`src/rtl/io_out_buffer.sv`:
```
// Output write buffer: captures processor out_en writes as {addr, data} in a circular FIFO and
// drains them through a valid/ready handshake. Define IO_OUT_BUFFER_LEVEL_EN for level/almost_full.
module io_out_buffer #(
  parameter int unsigned NUBITS = 16,
  parameter int unsigned NUIOOU = 2,
  parameter int unsigned DEPTH  = 8,
  localparam int unsigned AW    = (NUIOOU > 1) ? $clog2(NUIOOU) : 1,
  localparam int unsigned CW    = $clog2(DEPTH) + 1
) (
  input  logic              clk,
  input  logic              rst,
  input  logic              out_en,
  input  logic [AW-1:0]     addr_out,
  input  logic [NUBITS-1:0] io_out,
  output logic              o_valid,
  input  logic              o_ready,
  output logic [AW-1:0]     o_addr,
  output logic [NUBITS-1:0] o_data,
  output logic              full,
  output logic              ovf,
  input  logic              clr_ovf
`ifdef IO_OUT_BUFFER_LEVEL_EN
  ,
  output logic [CW-1:0]     level,
  output logic              almost_full
`endif
);

  localparam int unsigned PW = $clog2(DEPTH);
  localparam int unsigned EW = AW + NUBITS;
  localparam logic [CW-1:0] FullCnt = CW'(DEPTH);
  localparam logic [CW-1:0] AlmostCnt = CW'(DEPTH - 1);

  logic [EW-1:0]     r_mem [DEPTH];
  logic [PW-1:0]     r_wr_ptr, r_rd_ptr;
  logic [CW-1:0]     r_count;
  logic              r_valid, r_full, r_ovf;
  logic [AW-1:0]     r_addr;
  logic [NUBITS-1:0] r_data;

  logic              w_pop, w_push, w_drop, w_bypass;
  logic [PW-1:0]     w_rd_ptr_d;
  logic [CW-1:0]     w_count_d;
  logic [EW-1:0]     w_head_d;

  always_comb begin
    w_pop      = r_valid & o_ready;
    w_push     = out_en & (~r_full | w_pop);
    w_drop     = out_en & r_full & ~w_pop;
    w_rd_ptr_d = r_rd_ptr + PW'(w_pop);
    w_count_d  = r_count + CW'(w_push) - CW'(w_pop);
    // Nothing left in storage after this edge's pop: the new head is the incoming write.
    w_bypass   = (r_count == CW'(w_pop));
    w_head_d   = w_bypass ? {addr_out, io_out} : r_mem[w_rd_ptr_d];
  end

  always_ff @(posedge clk) begin
    if (w_push) begin
      r_mem[r_wr_ptr] <= {addr_out, io_out};
    end
  end

  always_ff @(posedge clk) begin
    if (rst) begin
      r_wr_ptr <= '0;
      r_rd_ptr <= '0;
      r_count  <= '0;
      r_valid  <= 1'b0;
      r_full   <= 1'b0;
      r_ovf    <= 1'b0;
      r_addr   <= '0;
      r_data   <= '0;
    end else begin
      r_wr_ptr <= r_wr_ptr + PW'(w_push);
      r_rd_ptr <= w_rd_ptr_d;
      r_count  <= w_count_d;
      r_valid  <= (w_count_d != '0);
      r_full   <= (w_count_d == FullCnt);
      r_ovf    <= w_drop | (r_ovf & ~clr_ovf);
      {r_addr, r_data} <= w_head_d;
    end
  end

  assign o_valid = r_valid;
  assign o_addr  = r_addr;
  assign o_data  = r_data;
  assign full    = r_full;
  assign ovf     = r_ovf;

`ifdef IO_OUT_BUFFER_LEVEL_EN
  logic r_almost_full;

  always_ff @(posedge clk) begin
    if (rst) begin
      r_almost_full <= 1'b0;
    end else begin
      r_almost_full <= (w_count_d >= AlmostCnt);
    end
  end

  assign level       = r_count;
  assign almost_full = r_almost_full;
`endif

endmodule

```
`config.mk`:
```
export PLATFORM = sky130hd
export DESIGN_NAME = io_out_buffer
export DESIGN_NICKNAME = d
export VERILOG_FILES = /design/src/rtl/io_out_buffer.sv
export SDC_FILE = /design/constraint.sdc
export NUM_CORES = 1
export LEC_CHECK = 0
export CORE_ASPECT_RATIO = 2
export CORE_MARGIN = 2
export CORE_UTILIZATION = 47
export CTS_CLUSTER_DIAMETER = 60
export DETAILED_ROUTE_END_ITERATION = 8
export PLACE_DENSITY = 0.66
export RECOVER_POWER = 50
export SYNTH_ARGS = -nofsm -noshare
export SYNTH_HDL_FRONTEND = slang
export SYNTH_SLANG_ARGS = --single-unit
```
`constraint.sdc`:
```
create_clock -name clk -period 3.7 [get_ports clk]
set_input_delay 0.555 -clock clk [delete_from_list [all_inputs] [get_ports clk]]
set_output_delay 0.555 -clock clk [all_outputs]
set_load 0.02 [all_outputs]
```
==> key figures <==
Die
  – Row count: 60
  – I/O Pins: 42
  – Die Y: 168 um
  – Die ar.: 0.0145 mm2
  – Initial Util: 47.6%
  – Die W: 86.2 um
  – Core Footprint: 0.0134 mm2

Drt
  – Wirelength per Cell: 20.4 um
  – Detailed Route WL: 12200 um
  – Initial drt markers: 259
  – Vias per std cell: 5.62
  – DRC: 0
  – Via count: 3362
  – Drt pass-1 iters: 4
  – Detail Route Antenna Nets: 0

Worst setup path
  – Crit path kind: in2reg
  – Nature of the critical path endpoint: register
  – CP Launch Type: primary input
  – End of the worst register-to-register path: o_data[13]
  – CP required: 4.00 ns
  – Worst Path Max Fanout: 25
  – Critical Path AT: 3.38 ns
  – Reg2reg start: o_valid
  – Flop2flop setup slack: 0.82 ns
  – Reg2Reg Depth: 7

Timing
  – Clock Skews: 0.00795 ns
  – Tmin final: 3.08 ns
  – Final Setup Violations: 0
  – Fmax: 325 MHz
  – Final period util: 83.2%
  – Worst Tran Pin Value: 1.37 ns
  – Hold Fails Final Rpt: 0
  – Setup TNS: 0 ns
  – RSZ-0062 raised after global routing: no
  – Max Slew Vio Count: 0
  – Max-Slew Margin vs Limit: 8.93%

Pwr
  – Peak supply drop: 0.582 mV
  – Pwr Density: 721 mW/mm2
  – P_sw: 0.00161 W
  – Leakage: 2.64 nW
  – Comb pwr share: 29.1%
  – Sw frac: 29.5%
  – Pint: 0.00385 W
  – Sequential Power Share: 42.5%
  – Clk pwr share: 28.5%

Synthesis
  – Async set-reset flop share out of synthesis: 0%
  – Top-count cell post-synth: edfxtp_1
  – Synth Net Count: 399
  – FF+latch count, synth: 166
  – Main synth FF type: edfxtp_1
  – Mapped Avg Cell Area: 17.3 um2
  – Area share of the largest cell type after synthesis: 64.3%
  – Seq/Total Area, Yosys: 73.7%
  – Yosys warnings: 0
  – Mapped Area: 0.00636 mm2
  – List of most frequent post-synthesis cells: 136 x edfxtp_1, 68 x mux2i_1, 34 x a22oi_1
  – Largest cells by area after synthesis: edfxtp_1 64%, mux2i_1 11%, dfxtp_1 9.4%
  – Synth unique cells: 31
  – Cell taking the most area after synthesis: edfxtp_1
  – Synth Instances: 367
  – Post-synth EDFFs: 136

Placement
  – Buffers on Ports: 41
  – Placed Area: 0.00707 mm2
  – Placed insts: 566
  – Dpl hpwl: 7460 um
  – Routability cong.: 0.722

Hold path
  – Worst hold path cell count: 2
  – Worst hold endpoint: ovf
  – Hold crit path type: reg2reg
  – Worst hold start: ovf

Clock tree
  – TritonCTS Buffers: 17
  – Num Clock Sinks: 166
  – Clock slew at reported path FFs: 0.06 ns
  – Hold_buf cts: 0
  – CTS tree: yes
  – Post CTS Setup Buffer Count: 0
  – H-tree depth: 4
  – CTS Buffer Depth: 2
  – Clock Latency Late Sink: 0.41 ns
  – Clock tree root driver cell: clkbuf_16
  – Resize count post-CTS: 0

Finish
  – Layout Cell Area excl Fill: 0.00758 mm2
  – Layout cells sized above 1: 12.4%
  – Ant. Diodes: 0
  – # nets final: 462
  – Synth-to-Final Area Change: 19.2%
  – Finished Layout Cells: 598

Global route
  – Initial antenna violation count: 0
  – Largest net degree at the start of global routing: 29
  – Total track usage: 17.9%
  – Global-route wire length before repair: 19100 um
  – GRT overflow: 0
  – Vias in the first global route: 3501

Run
  – MaxCap Viol Count: 0

Status
  – Status: finished, final reports clean
-- power groups by stage --
stage / clock, W / sequential, W / combinational (W)
global route: 0.00165 / 0.00234 / 0.00173
floorplan: 0 / 0.00246 / 0.00102
finish: 0.00156 / 0.00232 / 0.00159
CTS: 0.00158 / 0.00233 / 0.00164
global placement: 0 / 0.00236 / 0.00161
detailed placement: 0 / 0.00237 / 0.00164
-- per-stage QoR --
step | total power (W) | util [%] | hold WS, ns | worst slack, ns
floorplan | 0.00348 | - | 0.528 | 0.937
global placement | 0.00397 | 52.9 | 0.474 | 0.680
detailed placement | 0.00401 | 52.9 | 0.506 | 0.609
CTS | 0.00555 | 56.8 | 0.531 | 1.05
global route | 0.00572 | 56.7 | 0.557 | 0.442
finish | 0.00547 | 56.7 | 0.509 | 0.622
-- per-layer routing --
layer / vias to the layer above / GRT usage, % / wire length (um)
met5: - / 0 / 0
met4: 0 / 6.59 / 84
met3: 4 / 3.17 / 474
met2: 76 / 31.6 / 6780
met1: 1713 / 21.5 / 4860
li1: 1569 / - / -
-- worst max path at each step --
| stage | startpoint | to | depth (start not counted) |
|---|---|---|---|
| 2_1_floorplan | o_ready | r_mem[1][0] | 4 |
| 3_3_place_gp | o_ready | full | 12 |
| 3_5_place_dp | o_ready | o_valid | 11 |
| 4_1_cts | o_ready | o_valid | 11 |
| 5_1_grt | o_ready | o_data[13] | 8 |
| 6_report | o_ready | o_data[13] | 8 |
-- critical path, stage by stage --
cell	delay, ns
clkdlybuf4s50_1	0.39
nand2_1	0.13
inv_1	0.08
ha_1	1.19
buf_4	0.41
mux2i_1	0.23
a22oi_1	0.10
a32o_1	0.25
-- state kept, by name (all words and copies together) (netlist names), 3 cells and up --
register,flops
o_data,16
r_count,4
r_mem,136
r_rd_ptr,3
r_wr_ptr,3
-- cell usage in the layout, fill, tap and decap left out, types with 4 or more instances in the layout --
master           synthesis  layout
edfxtp_1               136     136
mux2i_1                 68      68
dlygate4sd3_1            0      36
a22oi_1                 34      34
dfxtp_1                 30      30
buf_4                    5      18
a32o_1                  17      17
clkbuf_16                0      17
nor2_1                  13      13
inv_1                   10      10
ha_1                     9       9
nor2b_1                  5       5
clkdlybuf4s50_1          0       5
clkinvlp_4               0       4
buf_12                   0       4
-- cells by family after synthesis --
logic type                 synth area share, %
xor gates and xnor gates                 0.807
adders and majority gates                 2.09
buffers and inverters                     2.66
AOI/OAI and AO/OA                         7.48
muxes                                     10.7
and+or+nand+nor                           2.56
DFF                                       73.7
-- layout make-up --
class	count	area (um2)
fillers	1055	5790
inverters	10	37.5
well taps	155	194
repair buffers	63	626
clock buffers	21	450
clock inverters	11	78.8
multi-input cells	172	1510
flip-flops and latches	166	4680
No activity file was read; power rests on OpenSTA's default activity.
